--- config.mk ---
export PLATFORM = sky130hd
export DESIGN_NAME = rail_fence_encrypt
export DESIGN_NICKNAME = d
export VERILOG_FILES = /design/src/rtl/rail_fence_encrypt.sv
export SDC_FILE = /design/constraint.sdc
export NUM_CORES = 1
export LEC_CHECK = 0
export BUFFER_PORTS_ARGS = -buffer_cell sky130_fd_sc_hd__buf_2
export CAP_MARGIN = 20
export CORE_MARGIN = 5
export CORE_UTILIZATION = 41
export DETAILED_ROUTE_END_ITERATION = 7
export PLACE_DENSITY = 0.53
export SLEW_MARGIN = 20
export SYNTH_ARGS = -nofsm -noshare
export SYNTH_HDL_FRONTEND = slang
export SYNTH_SLANG_ARGS = --single-unit
--- constraint.sdc ---
create_clock -name clk -period 5.2 [get_ports clk]
set_clock_uncertainty 0.15 [all_clocks]
set_input_delay 0.26 -clock clk [delete_from_list [all_inputs] [get_ports clk]]
set_output_delay 0.26 -clock clk [all_outputs]
set_load 0.02 [all_outputs]
--- src/rtl/rail_fence_encrypt.sv ---
// rail_fence_encrypt
//   Buffers a plaintext message (terminated by TERM or by filling MAX_LEN
//   bytes), then emits it rail-fence encrypted with 1, 2 or 3 rails, followed
//   by a single TERM byte flagged with done.
//
// Ports
//   clk      : clock, all state on rising edge
//   reset    : asynchronous, active-high reset
//   data     : plaintext byte
//   valid_i  : data qualifier (ignored while busy)
//   key      : rail count, 2'b11 = 3, 2'b10 = 2, else 1 (pass-through)
//   ready_i  : downstream accepts data_c
//   data_c   : ciphertext byte (registered)
//   valid_o  : data_c qualifier (registered)
//   busy     : high while emitting / flushing; input not accepted
//   done     : high together with the trailing TERM byte
module rail_fence_encrypt #(
  parameter int         MAX_LEN = 50,
  parameter logic [7:0] TERM    = 8'hFA
) (
  input  logic       clk,
  input  logic       reset,
  input  logic [7:0] data,
  input  logic       valid_i,
  input  logic [1:0] key,
  input  logic       ready_i,
  output logic [7:0] data_c,
  output logic       valid_o,
  output logic       busy,
  output logic       done
);

  typedef enum logic [1:0] {IDLE, LOAD, EMIT, FLUSH} state_t;

  localparam logic [5:0] LAST_IDX = 6'(MAX_LEN - 1);
  localparam logic [6:0] FULL_LEN = 7'(MAX_LEN);

  state_t     state;
  logic [7:0] buffer [MAX_LEN];
  logic [5:0] len;
  logic [1:0] key_r;
  logic [1:0] rail;
  logic [5:0] idx;
  logic [5:0] cnt;     // ciphertext bytes already placed on data_c

  // ---------------------------------------------------------------------
  // Rail geometry from the latched key
  // ---------------------------------------------------------------------
  logic [1:0] n_rails;
  logic [2:0] period;

  always_comb begin
    n_rails = 2'd1;
    period  = 3'd1;
    case (key_r)
      2'b11:   begin n_rails = 2'd3; period = 3'd4; end
      2'b10:   begin n_rails = 2'd2; period = 3'd2; end
      default: begin n_rails = 2'd1; period = 3'd1; end
    endcase
  end

  // Outer rails visit one index per period; the middle rail of a 3-rail
  // fence hits both i%4==1 and i%4==3, i.e. every second index.
  logic [2:0] step;
  logic [6:0] idx_step;
  logic [1:0] next_rail;
  logic [5:0] next_idx;

  always_comb begin
    step      = (rail == 2'd0 || rail == n_rails - 2'd1) ? period : 3'd2;
    idx_step  = {1'b0, idx} + {4'd0, step};
    next_rail = rail;
    next_idx  = idx_step[5:0];
    if (idx_step >= {1'b0, len}) begin
      // Rail exhausted: next rail starts at its own number. A rail whose
      // start lies past len is never emitted because cnt reaches len first.
      next_rail = rail + 2'd1;
      next_idx  = {4'd0, rail} + 6'd1;
    end
  end

  // Keep the read address inside the buffer even for indices that are
  // computed but never consumed.
  logic [5:0] rd_idx;
  assign rd_idx = (idx > LAST_IDX) ? 6'd0 : idx;

  // ---------------------------------------------------------------------
  // Message buffer (no reset; stale contents are never read)
  // ---------------------------------------------------------------------
  logic       wr_en;
  logic [5:0] wr_idx;

  always_comb begin
    wr_en  = valid_i && (data != TERM) && (state == IDLE || state == LOAD);
    wr_idx = (state == IDLE) ? 6'd0 : len;
    if (wr_idx > LAST_IDX) wr_en = 1'b0;
  end

  always_ff @(posedge clk) begin
    if (wr_en) buffer[wr_idx] <= data;
  end

  // ---------------------------------------------------------------------
  // Control FSM with registered outputs
  // ---------------------------------------------------------------------
  always_ff @(posedge clk or posedge reset) begin
    if (reset) begin
      state   <= IDLE;
      len     <= '0;
      key_r   <= '0;
      rail    <= '0;
      idx     <= '0;
      cnt     <= '0;
      data_c  <= '0;
      valid_o <= 1'b0;
      done    <= 1'b0;
    end else begin
      case (state)
        IDLE: begin
          // A lone TERM in IDLE is an empty message and is dropped.
          if (valid_i && data != TERM) begin
            len   <= 6'd1;
            key_r <= key;
            rail  <= '0;
            idx   <= '0;
            cnt   <= '0;
            state <= (FULL_LEN == 7'd1) ? EMIT : LOAD;
          end
        end

        LOAD: begin
          if (valid_i) begin
            if (data == TERM) begin
              state <= EMIT;
            end else begin
              len <= len + 6'd1;
              if (({1'b0, len} + 7'd1) == FULL_LEN) state <= EMIT;
            end
            rail <= '0;
            idx  <= '0;
            cnt  <= '0;
          end
        end

        EMIT: begin
          // Load a new byte when the output register is empty or is
          // transferring this edge; otherwise hold data_c/valid_o.
          if (!valid_o || ready_i) begin
            if (cnt != len) begin
              data_c  <= buffer[rd_idx];
              valid_o <= 1'b1;
              cnt     <= cnt + 6'd1;
              rail    <= next_rail;
              idx     <= next_idx;
            end else begin
              data_c  <= TERM;
              valid_o <= 1'b1;
              done    <= 1'b1;
              state   <= FLUSH;
            end
          end
        end

        FLUSH: begin
          if (ready_i) begin
            valid_o <= 1'b0;
            done    <= 1'b0;
            len     <= '0;
            rail    <= '0;
            idx     <= '0;
            cnt     <= '0;
            state   <= IDLE;
          end
        end

        default: state <= IDLE;
      endcase
    end
  end

  assign busy = (state == EMIT) || (state == FLUSH);

endmodule

# Yosys cells after proc, flatten, opt, wreduce, memory -nomap -nowiden
# Memory sizes are Yosys's and may differ from the RTL's.
# Index checks and enable logic that the tools add are counted.
dict set report totals {
  ram_bits 400
  mem_bits_ro 0
  wordCells 101
  regBits 34
  latchBits 0
  n_memories 1
  inputBits 14
}
dict set report classes {
  addsub 7
  n_mux 43
  multipliers 0
  order_cmp 3
  shift 0
  n_reduce_logical 19
  n_bitwise 0
  div 0
  n_eq_ne 19
}
# name words word_bits rd rd_clocked_by_memory_dff wr line_no
set memory_table {}
lappend memory_table {buffer 50 8 1 0 1 39} ;# logic [7:0] buffer [MAX_LEN];
# operator count
set op_table {}
lappend op_table {{$mux W6} 13}
lappend op_table {{$pmux W6 S4} 2}
lappend op_table {{$mux W2} 12}
lappend op_table {{$pmux W6 S3} 1}
lappend op_table {{$ne A2 B2 Y1 const B} 8}
lappend op_table {{$pmux W2 S4} 2}
lappend op_table {{$add A6 B1 Y6 const B} 2}
lappend op_table {{$gt A6 B6 Y1 const B} 2}
lappend op_table {{$reduce_and A6 Y1} 2}
lappend op_table {{$reduce_and A5 Y1} 2}
lappend op_table {{$eq A2 B2 Y1 const B} 4}
lappend op_table {{$eq A8 B8 Y1 const B} 1}
lappend op_table {{$mux W8} 1}
lappend op_table {{$ne A8 B8 Y1 const B} 1}
lappend op_table {{$add A6 B1 Y7 const B} 1}
lappend op_table {{$add A6 B3 Y7} 1}
lappend op_table {{$eq A7 B6 Y1 const B} 1}
lappend op_table {{$ge A7 B6 Y1} 1}
lappend op_table {{$mux W1} 7}
lappend op_table {{$ne A6 B6 Y1} 1}
lappend op_table {{$pmux W3 S2} 1}
lappend op_table {{$logic_not A2 Y1} 2}
lappend op_table {{$logic_or A1 B1 Y1} 4}
lappend op_table {{$pmux W1 S2} 2}
lappend op_table {{other kinds (15)} 17}

# Depth between registers and ports, before layout
# Gate-level depths: netlist of run 1.
dict set report depth {
  ltp_word 12
  mapped_depth 16
  ltp_nobuf 16
}

# Least setup slack after synthesis of run 1
# No wires, ideal clock.
dict set report synth_path {
  path_kind {flip-flop to flip-flop}
  startpoint {reg rail[1]}
  endpoint {reg idx[3]}
  period_less_slack_ns 3.460
  stages_incl_launch_ff 17
  setup_ns 0.066
  setup_slack_ns 1.740
  t_arrival_ns 3.243
  required_time_ns 4.984
  path_cell_list {dfrtp_1 -> inv_1 -> ha_1 -> o21ai_0 -> nand2_1 -> o21ai_0 -> ha_1 -> a21o_1 -> a21oi_1 -> nor2_1 -> xor2_1 -> ha_1 -> a21oi_1 -> o21ai_0 -> a31oi_1 -> and2_1 -> a22o_1}
}
dict set report synth_via {
  elab_chain_cells 9
  elab_cells_between_ends 10
  cone_classes {add/sub (1); order compare (1); eq/ne (1); mux (5); reduce/logical (2)}
}
# element line_no
set synth_rtl {}
lappend synth_rtl {{start, declared} 42} ;# logic [1:0] rail;
lappend synth_rtl {{start signal, assigned} 153} ;# rail <= next_rail;
lappend synth_rtl {{$eq A2 B2 Y1 or $logic_not A2 Y1 (tied branches)} 70} ;# step = (rail == 2'd0 || rail == n_rails - 2'd1) ? period : 3'd2;
lappend synth_rtl {{$logic_or A1 B1 Y1 (*)} 70}
lappend synth_rtl {{$mux W3 (*)} 70}
lappend synth_rtl {{$add A6 B3 Y7 (*)} 71} ;# idx_step = {1'b0, idx} + {4'd0, step};
lappend synth_rtl {{$ge A7 B6 Y1} 74} ;# if (idx_step >= {1'b0, len}) begin
lappend synth_rtl {{$mux W6 (*)} 74}
lappend synth_rtl {{$mux W6 (*)} 149} ;# if (cnt != len) begin
lappend synth_rtl {{$mux W6 (*)} 148} ;# if (!valid_o || ready_i) begin
lappend synth_rtl {{$pmux W6 S4 (*)} 118} ;# case (state)
lappend synth_rtl {{end signal, assigned} 154} ;# idx <= next_idx;
lappend synth_rtl {{end, declared} 43} ;# logic [5:0] idx;
# Mark *: on every way between the ends. The rest lies on a longest branch, timed or not. The select of a mux whose other input is x is not followed.
# A chain may end at the register's enable or synchronous reset.

# Worst setup path after layout of run 1
# Ends and elaborated chain as after synthesis.

==> results.json, run 1 <==
{
  "ys_warn_count": 0,
  "grt_max_degree": 52,
  "dp_hpwl_microns": 32500,
  "ys.flop_type": "edfxtp_1",
  "die_area_sq_um": 49300,
  "p_leak_uw": 0.00683,
  "slew_violations": 0,
  "die_h_microns": 222,
  "core_sq_um": 44300,
  "htreeDepth": 2,
  "track_usage": 0.201,
  "cellPowerDensity_nw_per_um2": 464,
  "placementRows": 77,
  "yosysMostFrequentCell": "edfxtp_1",
  "cp_data_arrival_time_ns": 4.36,
  "cts_tree": "done",
  "hp-class": "primary input to asynchronous set/reset pin",
  "root_buffer": "clkbuf_16",
  "postRouteAntennaNets": 0,
  "syn2layout_area_growth_pct": 12.5,
  "critical_path.max_fanout": 10,
  "endpoint_kind": "flip-flop",
  "ys_seq_area_frac": 0.698,
  "rsz0062_at_grt": "false",
  "synth_area_leaders": "edfxtp_1 65%, dfrtp_1 4.6%, mux4_2 4.5%, nand2_1 2.9%, nor2_1 2.7%",
  "fin_util": 0.468,
  "r2r_slack_ns": 1.21,
  "start_util": 0.416,
  "remaining_drc_errors": 0,
  "critical_path_class": "flip-flop to flip-flop",
  "wl_microns": 50800,
  "clockBufferDepth": 3,
  "cp.required_ns": 5.57,
  "ios": 25,
  "synth_fp_nets": 1318,
  "syn_inst": 1285,
  "fin_crit_ns": 3.99,
  "port_buffers": 24,
  "gp_congestion": 0.850,
  "drive_gt1_frac": 0.135,
  "maxCapViolCount": 0,
  "overflow": 0,
  "synth_top_area_cell": "edfxtp_1",
  "clkTransAtPathRegs_ns": 0.06,
  "wl_per_cell_microns": 26.0,
  "yosys.cell_types.count": 66,
  "antenna_found_initial": 1,
  "grt_pass1_wl_microns": 74500,
  "nNetsFinal": 1355,
  "synth-edff-count": 400,
  "finalSetupViolations": 0,
  "ir_worst_vdd_mv": 0.307,
  "outcome": "completed",
  "syn_area_sq_um": 18400,
  "fin_setup_tns_ns": 0,
  "insertion_delay_ns": 0.58,
  "async_flop_share": 0.0783,
  "synthTopCellsByCount": "400 x edfxtp_1, 144 x nand2_1, 133 x nor2_1, 86 x a21oi_1, 46 x clkbuf_1",
  "tightestPinTransition_ns": 1.04,
  "diodes": 0,
  "hold_viol": 0,
  "die_w_microns": 222,
  "first_pass_iters": 5,
  "cts_num_sinks": 434,
  "cts_inserted_buffers": 46,
  "max_freq_mhz": 251,
  "relSlewSlack": 0.304,
  "postSynthAreaPerCell_sq_um": 14.3,
  "cts.repair.resized": 0,
  "grt_pass1_vias": 10988,
  "fin_crit_sh": 0.767,
  "synth_top_cell_area_share": 0.651,
  "drt_iter0_drc": 1171,
  "startpoint_type": "flip-flop",
  "num_vias": 11269,
  "drt-vias-per-instance": 5.78,
  "synth_seq_cells": 434
}
-- layout make-up --
cell class	instances	area, sq um
Clock buffer	58	1220
Clock inverter	27	220
Fill cell	3938	23600
Inverter	16	60.1
Multi-Input combinational cell	762	5210
Sequential cell	434	12900
Tap cell	592	741
Timing Repair Buffer	62	423
-- per-stage QoR --
step | power (uW) | setup slack [ns] | instance area (sq um) | hold WS [ns] | cells
after detailed placement | 6520 | 1.26 | 19200 | 0.254 | 1859
after CTS | 9680 | 1.23 | 20700 | 0.176 | 1951
after floorplan | 5730 | 1.74 | 18400 | 0.209 | 1285
after global placement | 6490 | 1.31 | 19200 | 0.258 | 1859
final | 9630 | 1.21 | 20700 | 0.189 | 1951
after global routing | 10000 | 0.847 | 20700 | 0.204 | 1951
-- sequential cells by signal (all words and copies together) (netlist names) --
| name | count |
|---|---|
| buffer | 400 |
| data_c | 8 |
| cnt | 6 |
| idx | 6 |
| len | 6 |
| key_r | 2 |
| rail | 2 |
| state | 2 |
| done | 1 |
| valid_o | 1 |
-- cells by family (layout without fill, tap and decap cells) --
logic type	count (synthesis)	in the layout	share of synthesized area
XOR/XNOR	14	14	0.00665
AO/OA/AOI/OAI	257	257	0.0925
flip-flops	434	434	0.698
buffers and inverters	89	163	0.0204
AND/OR/NAND/NOR	381	381	0.0898
adder cells (fa/ha/maj)	19	19	0.0133
multiplexers	91	91	0.0797
-- critical path: stages, from the launching register on --
cell and delay (ns):
dfrtp_1 0.41, inv_1 0.10, ha_1 0.23, o21ai_0 0.17, nand2_1 0.07, o21ai_0 0.15
ha_1 0.30, a21o_1 0.15, a21oi_1 0.31, nor2_1 0.09, xor2_1 0.21, ha_1 0.29
a21oi_1 0.15, o21ai_0 0.09, a31oi_1 0.63, and2_1 0.28, a22o_1 0.15
-- cell usage in the layout, fill, tap and decap left out, types with 10 or more instances in the layout --
master	instances
inv_1	16
clkinv_2	11
buf_2	24
clkinv_1	10
clkbuf_16	47
and2_1	10
nor2_1	133
o22ai_1	18
mux4_2	37
o21ai_0	45
nand2_1	144
a211oi_1	10
a22o_1	15
mux2i_1	38
ha_1	18
a21oi_1	86
mux2_2	11
nand3_1	45
dfrtp_1	32
buf_4	31
clkbuf_1	11
edfxtp_1	400
a221oi_1	17
-- repair_timing --
action,CTS,global route
buffers inserted,0,0
endpoints found under the hold margin,44,0
setup endpoints to repair,0,0
hold buffers,7,0
-- power by group --
part           switching, uW  internal [uW]  total (uW)
clock                   1350           1810        3160
sequential               173           3910        4090
combinational           1490            890        2380
total                   3010           6620        9630
-- path summary, 6_finish.rpt --
kind / endpoint / startpoint / cells after the start
worst min register to register: done / done / 2
max in group asynchronous: idx[1] / reset / 4
worst max register to register: idx[3] / rail[1] / 16
worst max-delay path: idx[3] / rail[1] / 16
min in group clk: buffer[30][0] / data[0] / 2
worst min-delay path: data_c[0] / reset / 4
-- routing by layer --
layer,share of wire,vias to the layer above,wire length [microns],track usage
met5,0,-,0,0
met4,0.032,0,1620,0.0646
met3,0.064,83,3260,0.0373
met2,0.47,417,24000,0.321
met1,0.43,5737,22000,0.281
li1,-,5032,-,-
No activity file was read; power rests on OpenSTA's default activity.
==> inputs of run 2 (changes only) <==
--- a/config.mk
+++ b/config.mk
@@ -10,7 +10,7 @@
 export CORE_MARGIN = 5
 export CORE_UTILIZATION = 41
 export DETAILED_ROUTE_END_ITERATION = 7
-export PLACE_DENSITY = 0.53
+export PLACE_DENSITY = 0.55
 export SLEW_MARGIN = 20
 export SYNTH_ARGS = -nofsm -noshare
 export SYNTH_HDL_FRONTEND = slang
==> constraint.sdc (replaced) <==
create_clock -name clk -period 3.59 [get_ports clk]
set_clock_uncertainty 0.15 [all_clocks]
set_input_delay 0.1795 -clock clk [delete_from_list [all_inputs] [get_ports clk]]
set_output_delay 0.1795 -clock clk [all_outputs]
set_load 0.02 [all_outputs]
==> run 2 against run 1 <==
Net effect: final cell count is 2.4% higher; critical path depth up 1; sequential share of layout area decreased by 1.4 points; highest routed layer unchanged; utilization grew 1.1 points; critical endpoint is now idx[2]; fmax up 19%; critical path type unchanged; total power up 50%; global-route usage decreased by 0.11 points.
==> results.json, run 2 (synthesized netlist as in run 1, its figures left out) <==
{
  "outcome": "completed",
  "max_freq_mhz": 299,
  "start_util": 0.416,
  "seqPwrFrac": 0.405,
  "ios": 25,
  "postRouteAntennaNets": 0,
  "most-common-layout-cells": "400 x edfxtp_1, 144 x nand2_1, 133 x nor2_1",
  "grt_use_met3": 0.0290,
  "fin_crit_sh": 0.932,
  "hp-class": "primary input to flip-flop",
  "dp_hpwl_microns": 32200,
  "startpoint_type": "flip-flop",
  "hold_viol": 0,
  "tightestPinTransition_ns": 0.995,
  "overflow": 0,
  "ir_worst_vdd_mv": 0.439,
  "swShare": 0.306,
  "dpl.cell_count": 1901,
  "htreeDepth": 2,
  "port_buffers": 24,
  "rsz0062_at_grt": "false",
  "fin_util": 0.479,
  "num_vias": 11438,
  "wl_per_cell_microns": 25.1,
  "p_clk_frac": 0.340,
  "die_area_sq_um": 49300,
  "cts_tree": "done",
  "cellPowerDensity_nw_per_um2": 679,
  "clockBufferDepth": 3,
  "grt_max_degree": 58,
  "hold_path_startpoint": "data[2]",
  "met2_usage": 0.319,
  "cp.required_ns": 3.90,
  "grt_pass1_vias": 11076,
  "die_h_microns": 222,
  "drt-vias-per-instance": 5.73,
  "wl_microns": 50100,
  "reg_top3": "buffer (400), data_c (8)",
  "first_pass_iters": 5,
  "cp_data_arrival_time_ns": 3.66,
  "syn2layout_area_growth_pct": 15.1,
  "grt_pass1_wl_microns": 74200,
  "finalSetupViolations": 0,
  "r2r_start": "rail[1]",
  "slew_violations": 0,
  "root_buffer": "clkbuf_16",
  "n_fill_cell": 3845,
  "cts_inserted_buffers": 47,
  "critical_path.max_fanout": 9,
  "endpoint_kind": "flip-flop",
  "gp_congestion": 0.867,
  "largest_reg_flops": 400,
  "antenna_found_initial": 0,
  "drive_gt1_frac": 0.169,
  "cts_num_sinks": 434,
  "maxCapViolCount": 0,
  "combPwrFrac": 0.255,
  "busiest_layer": "met2",
  "nNetsFinal": 1400,
  "p_leak_uw": 0.00712,
  "final_common_cell": "edfxtp_1",
  "switching_power_uw": 4410,
  "drt_iter0_drc": 1228,
  "clkTransAtPathRegs_ns": 0.06,
  "critical_path_class": "flip-flop to flip-flop",
  "fin_cells": 1997,
  "top_register": "buffer",
  "insertion_delay_ns": 0.59,
  "remaining_drc_errors": 0,
  "use_met1": 0.285,
  "placementRows": 77,
  "core_sq_um": 44300,
  "track_usage": 0.200,
  "die_w_microns": 222,
  "relSlewSlack": 0.329,
  "fin_crit_ns": 3.35,
  "cp-startpoint": "rail[1]",
  "diodes": 0,
  "fin_setup_tns_ns": 0,
  "p_int_uw": 10000
}
run 2: cell count changes in the layout (fill, tap and decap cells not counted), moves of 2 or more:
cell / previous run / this run
buf_12: 0 / 2
bufinv_16: 3 / 6
buf_4: 31 / 74
a21oi_1: 86 / 84
a21oi_2: 0 / 2
clkinv_2: 11 / 8
clkinv_1: 10 / 7
run 2: final timing paths:
kind / endpoint / slack, ns / cells past startpoint
max in group asynchronous: done / 2.35 / 4
min reg2reg: done / 0.39 / 2
min: buffer[11][2] / 0.10 / 2
max reg2reg: idx[2] / 0.24 / 17
min in group asynchronous: data_c[2] / 0.19 / 3
max: idx[2] / 0.24 / 17
run 2: worst max-delay path, cell delays in order (launching register included):
cell	delay, ns
dfrtp_1	0.40
inv_1	0.10
ha_1	0.24
o21ai_0	0.18
nand2_1	0.08
o21ai_2	0.09
ha_1	0.25
a21o_1	0.17
a21oi_2	0.17
nor2_1	0.07
xor2_1	0.19
ha_1	0.28
a21oi_1	0.14
o21ai_0	0.09
a31oi_1	0.14
buf_4	0.18
mux2i_1	0.18
o21ai_0	0.09
run 2: cell type report:
| type | count | area (sq um) | share of cell area |
|---|---|---|---|
| Clock inverter | 27 | 305 | 0.0144 |
| Inverter | 16 | 60.1 | 0.00283 |
| Multi-Input combinational cell | 762 | 5220 | 0.246 |
| Sequential cell | 434 | 12900 | 0.606 |
| Tap cell | 592 | 741 | 0.0349 |
| Clock buffer | 60 | 1260 | 0.0592 |
| Timing Repair Buffer | 106 | 776 | 0.0365 |
run 2: timing repair:
| item | in CTS | in global routing |
|---|---|---|
| setup buffers | 0 | 3 |
| gates resized for setup | 0 | 5 |
| setup endpoints to repair | 0 | 7 |
| hold endpoints to repair | 24 | 0 |
| hold buffers | 6 | 0 |
run 2: power by group through the flow:
stage | clock, uW | sequential (uW) | combinational, uW
detailed placement | 0 | 5940 | 3600
finish | 4900 | 5840 | 3680
global placement | 0 | 5940 | 3560
global route | 5190 | 5860 | 3990
CTS | 5000 | 5840 | 3630
floorplan | 0 | 5910 | 2390
run 2: metal layers:
layer  vias to the layer above  routed length, microns
met5                         -                       0
met4                         0                    1420
met3                        78                    2870
met2                       424                   23800
met1                      5805                   21900
li1                       5131                       -
run 2: per-stage QoR:
step	hold WS (ns)	power, uW	cell area [sq um]	worst slack (ns)
after floorplan	0.128	8300	18400	0.130
after global routing	0.131	15000	21200	0.0192
after detailed placement	0.274	9540	19600	0.166
after CTS	0.0856	14500	21200	0.163
final	0.103	14400	21200	0.243
after global placement	0.271	9500	19600	0.220
